===== src/rtl/bloom_pkg.sv =====
// Shared types and defaults for the Bloom-filter membership engine.
// Latency: none (declarations only).
// Backpressure: n/a.
package bloom_pkg;

    // Request opcodes carried on req_op.
    typedef enum logic [1:0] {
        CHECK  = 2'b00,
        INSERT = 2'b01,
        CLEAR  = 2'b10,
        DELETE = 2'b11
    } op_e;

    // Engine sequencing: one op walks IDLE -> HASH -> APPLY -> RESP.
    typedef enum logic [1:0] {
        IDLE  = 2'b00,
        HASH  = 2'b01,
        APPLY = 2'b10,
        RESP  = 2'b11
    } state_e;

    // Default packed odd multipliers for three 8-bit lanes; lane i = [i*8 +: 8].
    localparam logic [23:0] BLOOM_HASH_KEYS_DFLT = 24'h3B65A7;

endpackage


===== src/rtl/bloom_filter_engine_if.sv =====
// Request/response handshake bundle for the Bloom-filter engine.
// Latency: none (wires only).
// Backpressure: req_valid/req_ready on requests, rsp_valid/rsp_ready on responses.
// Ports: req_valid, req_ready, req_op[1:0], req_data[DATA_W-1:0],
//        rsp_valid, rsp_ready, rsp_hit, rsp_err.
// master = requester side (testbench/core), slave = engine side.
interface bloom_filter_engine_if #(
    parameter int DATA_W = 8
);
    logic              req_valid;
    logic              req_ready;
    logic [1:0]        req_op;
    logic [DATA_W-1:0] req_data;
    logic              rsp_valid;
    logic              rsp_ready;
    logic              rsp_hit;
    logic              rsp_err;

    modport master (
        output req_valid, req_op, req_data, rsp_ready,
        input  req_ready, rsp_valid, rsp_hit, rsp_err
    );

    modport slave (
        input  req_valid, req_op, req_data, rsp_ready,
        output req_ready, rsp_valid, rsp_hit, rsp_err
    );
endinterface


===== src/rtl/bloom_hash_lane.sv =====
// One multiplicative hash lane: idx = (data * KEY)[DATA_W-1 -: IDX_W].
// Latency: combinational.
// Backpressure: none.
// Ports: data_i[DATA_W-1:0] key in, idx_o[IDX_W-1:0] filter index out.
module bloom_hash_lane #(
    parameter int                DATA_W = 8,
    parameter int                IDX_W  = 4,
    parameter logic [DATA_W-1:0] KEY    = '1
) (
    input  logic [DATA_W-1:0] data_i,
    output logic [IDX_W-1:0]  idx_o
);

    logic [2*DATA_W-1:0] prod;
    logic                unused_prod;

    // Zero-extend both operands so the full double-width product is formed.
    assign prod  = {{DATA_W{1'b0}}, data_i} * {{DATA_W{1'b0}}, KEY};
    // Take the top IDX_W bits of the low half: better mixing than the LSBs.
    assign idx_o = prod[DATA_W-1 -: IDX_W];

    // Upper product bits are intentionally dropped.
    assign unused_prod = ^prod;

endmodule


===== src/rtl/bloom_filter_engine.sv =====
// Bloom-filter membership engine: K hash lanes over an M-bit filter; CHECK/INSERT/CLEAR(/DELETE).
// Latency: accept at cycle 0 -> rsp_valid at cycle 3; one op in flight.
// Backpressure: req_ready only in IDLE; response held stable until rsp_ready.
// Ports: clk, reset_n (async active-low), bus (slave modport: req_*/rsp_*),
//        filter_o[FILTER_W-1:0] live filter vector, ins_count[INS_CNT_W-1:0] saturating insert count.
// Build option: define BLOOM_COUNTING_EN to replace each filter bit with a CNT_W counter and
// enable DELETE; otherwise DELETE is rejected with rsp_err.
module bloom_filter_engine
    import bloom_pkg::*;
#(
    parameter int                         DATA_W    = 8,
    parameter int                         FILTER_W  = 16,
    parameter int                         NUM_HASH  = 3,
    parameter logic [NUM_HASH*DATA_W-1:0] HASH_KEYS = BLOOM_HASH_KEYS_DFLT,
    parameter int                         CNT_W     = 4,
    parameter int                         INS_CNT_W = 16
) (
    input  logic                 clk,
    input  logic                 reset_n,
    bloom_filter_engine_if.slave bus,
    output logic [FILTER_W-1:0]  filter_o,
    output logic [INS_CNT_W-1:0] ins_count
);

    localparam int IDX_W = $clog2(FILTER_W);
    localparam logic [INS_CNT_W-1:0] INS_ONE = {{(INS_CNT_W-1){1'b0}}, 1'b1};
    localparam logic [INS_CNT_W-1:0] INS_MAX = '1;

    // ------------------------------------------------------------------
    // State
    // ------------------------------------------------------------------
    state_e                          state_q, state_d;
    op_e                             op_q, op_d;
    logic [DATA_W-1:0]               data_q, data_d;
    logic [NUM_HASH-1:0][IDX_W-1:0]  idx_q, idx_d;
    logic [INS_CNT_W-1:0]            ins_q, ins_d;
    logic                            hit_q, hit_d;
    logic                            err_q, err_d;

    logic [NUM_HASH-1:0][IDX_W-1:0]  idx_c;       // combinational lane outputs
    logic [FILTER_W-1:0]             idx_mask;    // union of indexed bits (dedups lanes)
    logic [FILTER_W-1:0]             filter_bits; // pre-op membership view
    logic                            all_set;
    logic                            req_ready_c;
    logic                            rsp_valid_c;

`ifdef BLOOM_COUNTING_EN
    localparam logic [CNT_W-1:0] CNT_ONE = {{(CNT_W-1){1'b0}}, 1'b1};
    localparam logic [CNT_W-1:0] CNT_MAX = '1;

    logic [FILTER_W-1:0][CNT_W-1:0] cnt_q, cnt_d;

    always_comb begin
        filter_bits = '0;
        for (int j = 0; j < FILTER_W; j++) begin
            filter_bits[j] = (cnt_q[j] != '0);
        end
    end
`else
    logic [FILTER_W-1:0] filter_q, filter_d;

    assign filter_bits = filter_q;
`endif

    // ------------------------------------------------------------------
    // Hash lanes run off the latched key so later req_data edits are ignored.
    // ------------------------------------------------------------------
    for (genvar g = 0; g < NUM_HASH; g++) begin : g_lane
        bloom_hash_lane #(
            .DATA_W (DATA_W),
            .IDX_W  (IDX_W),
            .KEY    (HASH_KEYS[g*DATA_W +: DATA_W])
        ) u_lane (
            .data_i (data_q),
            .idx_o  (idx_c[g])
        );
    end

    // Lanes landing on the same index collapse into one mask bit, so each
    // bit/counter is touched exactly once per op.
    always_comb begin
        idx_mask = '0;
        for (int i = 0; i < NUM_HASH; i++) begin
            idx_mask[idx_q[i]] = 1'b1;
        end
    end

    assign all_set = ((filter_bits & idx_mask) == idx_mask);

    // ------------------------------------------------------------------
    // Next-state / datapath
    // ------------------------------------------------------------------
    always_comb begin
        state_d     = state_q;
        op_d        = op_q;
        data_d      = data_q;
        idx_d       = idx_q;
        ins_d       = ins_q;
        hit_d       = hit_q;
        err_d       = err_q;
`ifdef BLOOM_COUNTING_EN
        cnt_d       = cnt_q;
`else
        filter_d    = filter_q;
`endif
        req_ready_c = 1'b0;
        rsp_valid_c = 1'b0;

        unique case (state_q)
            IDLE: begin
                req_ready_c = 1'b1;
                if (bus.req_valid) begin
                    op_d    = op_e'(bus.req_op);
                    data_d  = bus.req_data;
                    state_d = HASH;
                end
            end

            HASH: begin
                idx_d   = idx_c;
                state_d = APPLY;
            end

            APPLY: begin
                hit_d   = all_set;
                err_d   = 1'b0;
                state_d = RESP;
                unique case (op_q)
                    CHECK: begin
                    end

                    INSERT: begin
`ifdef BLOOM_COUNTING_EN
                        for (int j = 0; j < FILTER_W; j++) begin
                            if (idx_mask[j] && (cnt_q[j] != CNT_MAX)) begin
                                cnt_d[j] = cnt_q[j] + CNT_ONE;
                            end
                        end
`else
                        filter_d = filter_q | idx_mask;
`endif
                        if (ins_q != INS_MAX) begin
                            ins_d = ins_q + INS_ONE;
                        end
                    end

                    CLEAR: begin
                        hit_d = 1'b0;
                        ins_d = '0;
`ifdef BLOOM_COUNTING_EN
                        cnt_d = '0;
`else
                        filter_d = '0;
`endif
                    end

                    DELETE: begin
`ifdef BLOOM_COUNTING_EN
                        if (all_set) begin
                            // Saturated counters have lost their true count and stay put.
                            for (int j = 0; j < FILTER_W; j++) begin
                                if (idx_mask[j] && (cnt_q[j] != CNT_MAX)) begin
                                    cnt_d[j] = cnt_q[j] - CNT_ONE;
                                end
                            end
                        end else begin
                            err_d = 1'b1;
                        end
`else
                        hit_d = 1'b0;
                        err_d = 1'b1;
`endif
                    end

                    default: begin
                    end
                endcase
            end

            RESP: begin
                rsp_valid_c = 1'b1;
                if (bus.rsp_ready) begin
                    state_d = IDLE;
                end
            end

            default: begin
                state_d = IDLE;
            end
        endcase
    end

    // ------------------------------------------------------------------
    // Registers
    // ------------------------------------------------------------------
    always_ff @(posedge clk or negedge reset_n) begin
        if (!reset_n) begin
            state_q  <= IDLE;
            op_q     <= CHECK;
            data_q   <= '0;
            idx_q    <= '0;
            ins_q    <= '0;
            hit_q    <= 1'b0;
            err_q    <= 1'b0;
`ifdef BLOOM_COUNTING_EN
            cnt_q    <= '0;
`else
            filter_q <= '0;
`endif
        end else begin
            state_q  <= state_d;
            op_q     <= op_d;
            data_q   <= data_d;
            idx_q    <= idx_d;
            ins_q    <= ins_d;
            hit_q    <= hit_d;
            err_q    <= err_d;
`ifdef BLOOM_COUNTING_EN
            cnt_q    <= cnt_d;
`else
            filter_q <= filter_d;
`endif
        end
    end

    // ------------------------------------------------------------------
    // Outputs
    // ------------------------------------------------------------------
    assign bus.req_ready = req_ready_c;
    assign bus.rsp_valid = rsp_valid_c;
    assign bus.rsp_hit   = hit_q;
    assign bus.rsp_err   = err_q;
    assign filter_o      = filter_bits;
    assign ins_count     = ins_q;

endmodule


===== src/flat_wrapper.sv =====
// flat-port wrapper written by rule: the top's interface ports become plain ports
module bloom_filter_engine_flat import bloom_pkg::*;
#(
    parameter int                         DATA_W    = 8,
    parameter int                         FILTER_W  = 16,
    parameter int                         NUM_HASH  = 3,
    parameter logic [NUM_HASH*DATA_W-1:0] HASH_KEYS = BLOOM_HASH_KEYS_DFLT,
    parameter int                         CNT_W     = 4,
    parameter int                         INS_CNT_W = 16
)
  (clk, reset_n, filter_o, ins_count, bus_req_valid, bus_req_op, bus_req_data, bus_rsp_ready, bus_req_ready, bus_rsp_valid, bus_rsp_hit, bus_rsp_err);
  bloom_filter_engine_if #(.DATA_W(DATA_W)) bus_i ();
  input  logic clk;
  input  logic reset_n;
  output logic [FILTER_W-1:0] filter_o;
  output logic [INS_CNT_W-1:0] ins_count;
  input wire logic [$bits(bus_i.req_valid)-1:0] bus_req_valid;
  input wire logic [$bits(bus_i.req_op)-1:0] bus_req_op;
  input wire logic [$bits(bus_i.req_data)-1:0] bus_req_data;
  input wire logic [$bits(bus_i.rsp_ready)-1:0] bus_rsp_ready;
  output wire logic [$bits(bus_i.req_ready)-1:0] bus_req_ready;
  output wire logic [$bits(bus_i.rsp_valid)-1:0] bus_rsp_valid;
  output wire logic [$bits(bus_i.rsp_hit)-1:0] bus_rsp_hit;
  output wire logic [$bits(bus_i.rsp_err)-1:0] bus_rsp_err;
  assign bus_i.req_valid = bus_req_valid;
  assign bus_i.req_op = bus_req_op;
  assign bus_i.req_data = bus_req_data;
  assign bus_i.rsp_ready = bus_rsp_ready;
  assign bus_req_ready = bus_i.req_ready;
  assign bus_rsp_valid = bus_i.rsp_valid;
  assign bus_rsp_hit = bus_i.rsp_hit;
  assign bus_rsp_err = bus_i.rsp_err;
  bloom_filter_engine #(.DATA_W(DATA_W), .FILTER_W(FILTER_W), .NUM_HASH(NUM_HASH), .HASH_KEYS(HASH_KEYS), .CNT_W(CNT_W), .INS_CNT_W(INS_CNT_W)) u_core (.clk(clk), .reset_n(reset_n), .bus(bus_i), .filter_o(filter_o), .ins_count(ins_count));
endmodule

===== config.mk =====
export PLATFORM = sky130hd
export DESIGN_NAME = bloom_filter_engine_flat
export DESIGN_NICKNAME = d
export VERILOG_FILES = /design/src/rtl/bloom_pkg.sv /design/src/rtl/bloom_filter_engine_if.sv /design/src/rtl/bloom_hash_lane.sv /design/src/rtl/bloom_filter_engine.sv /design/src/flat_wrapper.sv
export SDC_FILE = /design/constraint.sdc
export NUM_CORES = 1
export LEC_CHECK = 0
export BUFFER_PORTS_ARGS = -buffer_cell sky130_fd_sc_hd__buf_2
export CORE_UTILIZATION = 55
export DETAILED_ROUTE_END_ITERATION = 8
export PLACE_DENSITY_LB_ADDON = 0.05
export SLEW_MARGIN = 20
export SYNTH_ARGS = -nofsm -noshare
export SYNTH_HDL_FRONTEND = slang
export SYNTH_SLANG_ARGS = --single-unit

===== constraint.sdc =====
create_clock -name clk -period 6.6 [get_ports clk]
set_clock_uncertainty 0.2 [all_clocks]
set_input_delay 0.33 -clock clk [delete_from_list [all_inputs] [get_ports clk]]
set_output_delay 0.33 -clock clk [all_outputs]
set_load 0.005 [all_outputs]

**Word-level counts from Yosys, hierarchy flattened**

Cells that the tools add are included.

- Bits in registers: 58

- Multiplexer cells: 16
- Bitwise operators: 4
- Equal/unequal tests: 11
- $mul: 3
- $add $sub $neg: 1
- $lt $le $gt $ge: 6
- Reduce and logical (&&, ||, !) cells: 10

Operator list:

| cell | count |
|---|---|
| case mux 16 bit (2 select lines) | 2 |
| bitwise OR 16 bit | 3 |
| adder 16 x 1 -> 16 bit, second input constant | 1 |
| bitwise AND 16 bit | 1 |
| equality test 16 bit | 1 |
| 2-to-1 mux 16 bit | 1 |
| != test 16 bit, second input constant | 1 |
| less-than comparator 4 x 5 -> 1 bit, second input constant | 3 |
| demux 1 bit (select 4 bit) | 3 |
| >= comparator 4 x 1 -> 1 bit, second input constant | 3 |
| equality test 2 bit, second input constant | 4 |
| multiplier 8 x 6 -> 8 bit, second input constant | 1 |
| multiplier 8 x 7 -> 8 bit, second input constant | 1 |
| multiplier 8 x 8 -> 8 bit, second input constant | 1 |
| case mux 2 bit (4 select lines) | 1 |
| 2-to-1 mux 1 bit | 7 |
| AND reduction 2 bit | 3 |
| equality test 2 x 1 -> 1 bit, second input constant | 2 |
| 2-to-1 mux 2 bit | 2 |
| != test 2 bit, second input constant | 2 |
| logical AND 1 bit | 3 |
| AND reduction 3 bit | 1 |
| logical NOT 2 bit | 1 |
| != test 2 x 1 -> 1 bit, second input constant | 1 |
| 2 further kinds | 2 |

**Logic depth before layout (Yosys ltp)**

Gate-level depths: netlist of run 1.

- Word-level depth: 9
- Mapped depth: 12

**Modules after synthesis**

From an unflattened synthesis of run 1, not the netlist that was laid out.

- Cells, all modules: 445
- Area total of the unflattened synthesis: 4533.1 µm²

Modules (own cells, without submodules):

| module | area an instance (µm²) | cells each | sequential area each (µm²) | times used |
|---|---|---|---|---|
| bloom_filter_engine | 3278.1 | 322 | 1451.4 | 1 |
| bloom_hash_lane at u_core.g_lane[0].u_lane | 498.0 | 54 | 0.0 | 1 |
| bloom_hash_lane at u_core.g_lane[2].u_lane | 470.5 | 43 | 0.0 | 1 |
| bloom_hash_lane at u_core.g_lane[1].u_lane | 286.5 | 26 | 0.0 | 1 |

**Worst setup path before layout of run 1**

Ideal clock, no wire load.

- Path kind: register to register
- Start: register u_core.data_q[1]
- End: register u_core.idx_q[11] (netlist bit)
- Arrival: 3.026 ns
- Buffers on the path: 0
- Required time: 6.259 ns
- Cell stages (with the launch flop): 13
- Setup time: 0.141 ns
- Path slack: 3.233 ns
- Cells stage by stage: dfrtp_1 -> fa_1 -> xor2_1 -> ha_1 -> inv_1 -> fa_1 -> inv_1 -> ha_1 -> a21o_1 -> a21oi_1 -> xnor2_1 -> xnor2_1 -> a21oi_1

- Cells in the longest elaborated chain, start to end: 1

Ends and longest elaborated chain:

| element | RTL line | source |
|---|---|---|
| start: declaration | bloom_filter_engine.sv:34 | `logic [DATA_W-1:0] data_q, data_d;` |
| start signal: assignment | bloom_filter_engine.sv:213 | `data_q <= data_d;` |
| multiplier 8 x 6 -> 8 bit | bloom_hash_lane.sv:18 | `assign prod = {{DATA_W{1'b0}}, data_i} * {{DATA_W{1'b0}}, KEY};` |
| end signal: assignment | bloom_filter_engine.sv:214 | `idx_q <= idx_d;` |
| end: declaration | bloom_filter_engine.sv:35 | `logic [NUM_HASH-1:0][IDX_W-1:0] idx_q, idx_d;` |

Every way passes these cells.
A chain may end at the register's enable or synchronous reset.

**Final worst setup path of run 1**

Ends and elaborated chain as after synthesis.

==> impl_metrics.toml, run 1 <==
[run_status]
status = "complete, no violations"

[timing]
slew_violations = 0
fin_crit_ns = 3.52
grt_setup_unrepaired = "no"
fmax_mhz = 284
finalHoldViolations = 0
period_share = 0.534
worst_slew_pin_slew_ns = 1.10
finalSetupTns_ns = 0
slew_headroom = 0.268
setup_viol = 0

[synth]
synthDistinctLibCells = 57
syn_inst = 426
syn_avg_cell_area_um2 = 10.2
ys.flop_type = "dfrtp_1"
ys_seq_area_frac = 0.336
syn-cell-area_um2 = 4330
synth_top_area_frac = 0.336
ys_warn_count = 0
async_flop_share = 1.00
synth-edff-count = 0
synth_nets = 495
synth_seq_cells = 58
yosys.cell_count.top_type = "dfrtp_1"
yosys.area.top_type = "dfrtp_1"
ys_top_cells_by_area = "dfrtp_1 34%, ha_1 12%, fa_1 6.5%"
synth_commonest_cells = "58 x dfrtp_1, 41 x ha_1, 30 x inv_1, 22 x a21oi_1, 20 x xnor2_1"

[clock_network]
clk_pin_slew_worst_paths_ns = 0.07
cts_resized = 0
cts_tree = "yes"
clk_path_buf_depth = 2
cts_setup_buffers = 0
cts_htree_levels = 3
clk-insertion-delay-late_ns = 0.33
cts_root_buf = "clkbuf_8"
ctsHoldBuffers = 1
cts.sinks = 58
cts-buffers-inserted = 9

[hold_path]
min_from = "bus_req_data[7]"
hold_depth = 2
min_to = "u_core.data_q[7]$_DFFE_PN0P_"
min_path_type = "primary input to flip-flop"

[placement]
gp_congestion = 0.787
portBuffers = 49
hpwl_um = 6610

[worst_setup_path]
arrival_ns = 3.49
cp_max_fo = 9
rrSetupSlack_ns = 3.08
rr_startpoint = "u_core.data_q[1]$_DFFE_PN0P_"
start_kind = "flip-flop"
critPathKind = "flip-flop to flip-flop"
cp.required_ns = 6.57
cp-end-kind = "flip-flop"
r2r_cells = 12
worstReg2RegEnd = "u_core.idx_q[11]$_DFFE_PN0N_"

[grt]
grt_start_max_net_pins = 59
grt_pass1_wl_um = 15400
grt_util_met1 = 0.307
grt_util_all_layers = 0.235
grt_pass1_vias = 3229
globalRouteMet3Util = 0.0598
top_usage_layer = "met2"
grt_overflow_total = 0
antenna_found_initial = 0
grtUsageMet2 = 0.379

[layout]
fillerInstances = 617
drive_above_1_share = 0.194
fin_nets = 535
areaGrowthSynthToFinish_pct = 10.9
n_antenna_cell = 0
fin_util = 0.648

[routing]
drt_iter0_markers = 103
final_antenna_net_count = 0
drc = 0
routed_wl_um = 9040
drtPass1Iterations = 4
wl_per_cell_um = 15.9
vias = 3322
viasPerCell = 5.84

[floorplan]
ios = 50
die-area_um2 = 8220
die_h_um = 90.7
initial_core_util = 0.584
rows = 31
die_width_um = 90.7
core_area_um2 = 7410

[flow_run]
maxCapViolCount = 0
-- cell families (layout without fill, tap and decap cells) --
| family | count (synthesis) | count (layout) | share of synthesized area |
|---|---|---|---|
| AND/OR/NAND/NOR | 126 | 126 | 0.183 |
| AO/OA/AOI/OAI | 87 | 87 | 0.137 |
| flip-flops | 58 | 58 | 0.336 |
| adder cells (fa/ha/maj) | 55 | 55 | 0.183 |
| buffers and inverters | 52 | 96 | 0.0492 |
| XOR/XNOR | 28 | 28 | 0.0599 |
| multiplexers | 20 | 20 | 0.0515 |
-- layer usage --
layer	up-vias	part of all wire
li1	1630	-
met1	1636	0.48
met2	45	0.48
met3	11	0.033
met4	0	0.015
met5	-	0
-- cell usage in the layout (no fill, tap or decap), types with 6 or more instances in the layout --
master / Yosys / routed
nand2_1: 15 / 15
nand4b_1: 7 / 7
nor3_1: 15 / 15
o21ai_0: 8 / 8
nand3_1: 6 / 6
xnor2_1: 20 / 20
dfrtp_1: 58 / 58
buf_2: 5 / 49
nand2b_1: 7 / 7
fa_1: 14 / 14
or3_1: 6 / 6
nor4bb_1: 7 / 7
or4_1: 8 / 8
ha_1: 41 / 41
mux2_2: 18 / 18
inv_1: 30 / 30
xor2_1: 7 / 7
a31oi_1: 10 / 10
a21oi_1: 22 / 22
nor2_1: 19 / 19
nor4b_1: 8 / 8
clkbuf_8: 0 / 10
o21a_1: 16 / 16
a21o_1: 9 / 9
-- registers in the layout (all words and copies together) (netlist names) --
name                flops
u_core.data_q           8
u_core.op_q             2
u_core.bus.rsp_hit      1
u_core.filter_o        16
u_core.idx_q           12
u_core.state_q          2
u_core.bus.rsp_err      1
u_core.ins_count       16
-- cell type report --
type / count / area, um2 / share of cell area
clock buffers: 12 / 145 / 0.0303
clock inverters: 3 / 40.0 / 0.00835
inverters: 30 / 113 / 0.0235
multi-input cells: 316 / 2660 / 0.555
flip-flops and latches: 58 / 1450 / 0.303
well taps: 99 / 124 / 0.0258
repair buffers: 51 / 263 / 0.0548
-- per-stage QoR --
stage               hold slack, ns  cell area, um2  std cells  worst slack, ns
floorplan                   -0.166            4330        426             3.23
global placement             0.279            4600        553             3.13
detailed placement           0.290            4600        553             3.07
CTS                         0.0108            4800        569             3.05
global route               0.00926            4800        569             2.86
finish                      0.0295            4800        569             3.08
-- critical path, cell delays in order (launching register included) --
cell and delay (ns):
dfrtp_1 0.56, fa_1 0.53, xor2_1 0.17, ha_1 0.28, inv_1 0.05, fa_1 0.52
inv_1 0.04, ha_1 0.33, a21o_1 0.17, a21oi_1 0.16, xnor2_1 0.15, xnor2_1 0.13
a21oi_1 0.08
-- worst max path at each step --
stage                                 startpoint                      endpoint  slack (ns)  cells after the start
floorplan           u_core.data_q[1]$_DFFE_PN0P_  u_core.idx_q[11]$_DFFE_PN0N_        3.23                     12
global placement    u_core.data_q[1]$_DFFE_PN0P_  u_core.idx_q[11]$_DFFE_PN0N_        3.13                     12
detailed placement  u_core.data_q[1]$_DFFE_PN0P_  u_core.idx_q[11]$_DFFE_PN0N_        3.07                     12
CTS                 u_core.data_q[1]$_DFFE_PN0P_  u_core.idx_q[11]$_DFFE_PN0N_        3.05                     12
global route        u_core.data_q[1]$_DFFE_PN0P_  u_core.idx_q[11]$_DFFE_PN0N_        2.86                     12
finish              u_core.data_q[1]$_DFFE_PN0P_  u_core.idx_q[11]$_DFFE_PN0N_        3.08                     12
Power of run 1 is not shown: default switching activity piles up to over one toggle a cycle in this logic, so the estimate is an artifact.
==> run 2: changes to the inputs <==
Clock period 6.6 ns to 3.4 ns, I/O delays scaled along.
==> impl_metrics.toml, run 2 (synthesized netlist as in run 1, its figures left out) <==
[run_status]
status = "complete, no violations"

[routing]
routed_wl_um = 9600
top_layer_used = "met4"
wl_per_cell_um = 16.2
met3_length_um = 304
viasPerCell = 5.78
vias = 3424
wl_met2_um = 4670
drt-met1-wl_um = 4490
drc = 0
drtPass1Iterations = 4
drt_iter0_markers = 112
final_antenna_net_count = 0

[floorplan]
initial_core_util = 0.584
die_width_um = 90.7
core_area_um2 = 7410
die_h_um = 90.7
die-area_um2 = 8220
ios = 50
rows = 31

[clock_network]
cts_htree_levels = 3
cts_root_buf = "clkbuf_8"
cts-buffers-inserted = 9
clk-insertion-delay-late_ns = 0.34
clk_path_buf_depth = 2
clk_pin_slew_worst_paths_ns = 0.07
cts_tree = "yes"
cts.sinks = 58

[layout]
mostFrequentLayoutCells = "53 x dfrtp_1, 49 x buf_2, 38 x ha_1"
fin_util = 0.684
areaGrowthSynthToFinish_pct = 17.1
n_antenna_cell = 0
final_common_cell = "dfrtp_1"
fin_nets = 557
drive_above_1_share = 0.245

[grt]
grt_pass1_wl_um = 16400
antenna_found_initial = 0
grt_overflow_total = 0
grt_util_all_layers = 0.249
grt_pass1_vias = 3418
grt_start_max_net_pins = 44

[worst_setup_path]
cp.required_ns = 3.43
arrival_ns = 3.37
critPathKind = "flip-flop to flip-flop"
cp-end-kind = "flip-flop"
start_kind = "flip-flop"
cp_max_fo = 5

[timing]
fmax_mhz = 299
grt_setup_unrepaired = "yes"
fin_crit_ns = 3.34
slew_headroom = 0.547
slew_violations = 0
period_share = 0.984
finalHoldViolations = 0
worst_slew_pin_slew_ns = 0.680
setup_viol = 0

[placement]
hpwl_um = 6840
gp_congestion = 0.821
portBuffers = 49

[flow_run]
maxCapViolCount = 0

[hold_path]
min_path_type = "primary input to flip-flop"
run 2: cell types whose count changed in the layout (fill, tap and decap cells not counted), sizes merged:
cell         change
dlygate4sd3     +10
buf             +12
clkinvlp         +3
clkbuf           -2
run 2: worst paths after layout:
path / start / end / slack, ns / depth (start not counted)
max in group asynchronous: reset_n / u_core.data_q[1]$_DFFE_PN0P_ / 2.01 / 3
setup / recovery: u_core.data_q[3]$_DFFE_PN0P_ / u_core.idx_q[3]$_DFFE_PN0N_ / 0.06 / 10
setup reg to reg: u_core.data_q[3]$_DFFE_PN0P_ / u_core.idx_q[3]$_DFFE_PN0N_ / 0.06 / 10
hold reg to reg: u_core.bus.rsp_hit$_DFFE_PN0P_ / u_core.bus.rsp_hit$_DFFE_PN0P_ / 0.29 / 2
min in group asynchronous: reset_n / u_core.idx_q[8]$_DFFE_PN0N_ / 0.07 / 2
hold / removal: bus_req_valid / u_core.state_q[1]$_DFFE_PN0P_ / 0.03 / 5
run 2: metrics by stage:
step                setup TNS, ns  setup WS [ns]  hold WS [ns]  area [um2]  cells
finish                          0         0.0552        0.0274        5070    592
global placement                0         0.0746        -0.102        4660    561
CTS                             0        0.00625       0.00293        5000    590
global route              -0.0504        -0.0269        0.0232        5070    592
detailed placement        -0.0146        -0.0103       -0.0916        4660    561
floorplan                       0         0.0325        -0.326        4330    426
run 2: timing repair:
action | in CTS | in global routing
pin swaps | 4 | 11
hold buffers | 11 | 0
endpoints found under the hold margin | 25 | 0
gates resized for setup | 5 | 9
setup endpoints to repair | 2 | 3
buffers inserted | 2 | 2
run 2: worst max-delay path: stages, from the launching register on:
cell and delay [ns]:
dfrtp_2 0.47, ha_1 0.35, ha_1 0.32, fa_1 0.56, inv_1 0.07, fa_2 0.40, inv_1 0.07, a21o_1 0.13
a21oi_2 0.07, xnor3_1 0.32, mux2_2 0.26
run 2: final cells by class:
cell class | instances | area (um2)
tap | 99 | 124
sequential | 58 | 1460
clock inverter | 6 | 66.3
fill | 578 | 2340
timing repair buffer | 73 | 453
clock buffer | 10 | 138
inverter | 30 | 113
multi-input combinational | 316 | 2720
run 2: metal layers:
layer | global-route usage | up-vias
met5 | 0 | -
li1 | - | 1672
met2 | 0.413 | 61
met4 | 0.0833 | 0
met1 | 0.322 | 1679
met3 | 0.0547 | 12
Power of run 2 is left out for the same reason.
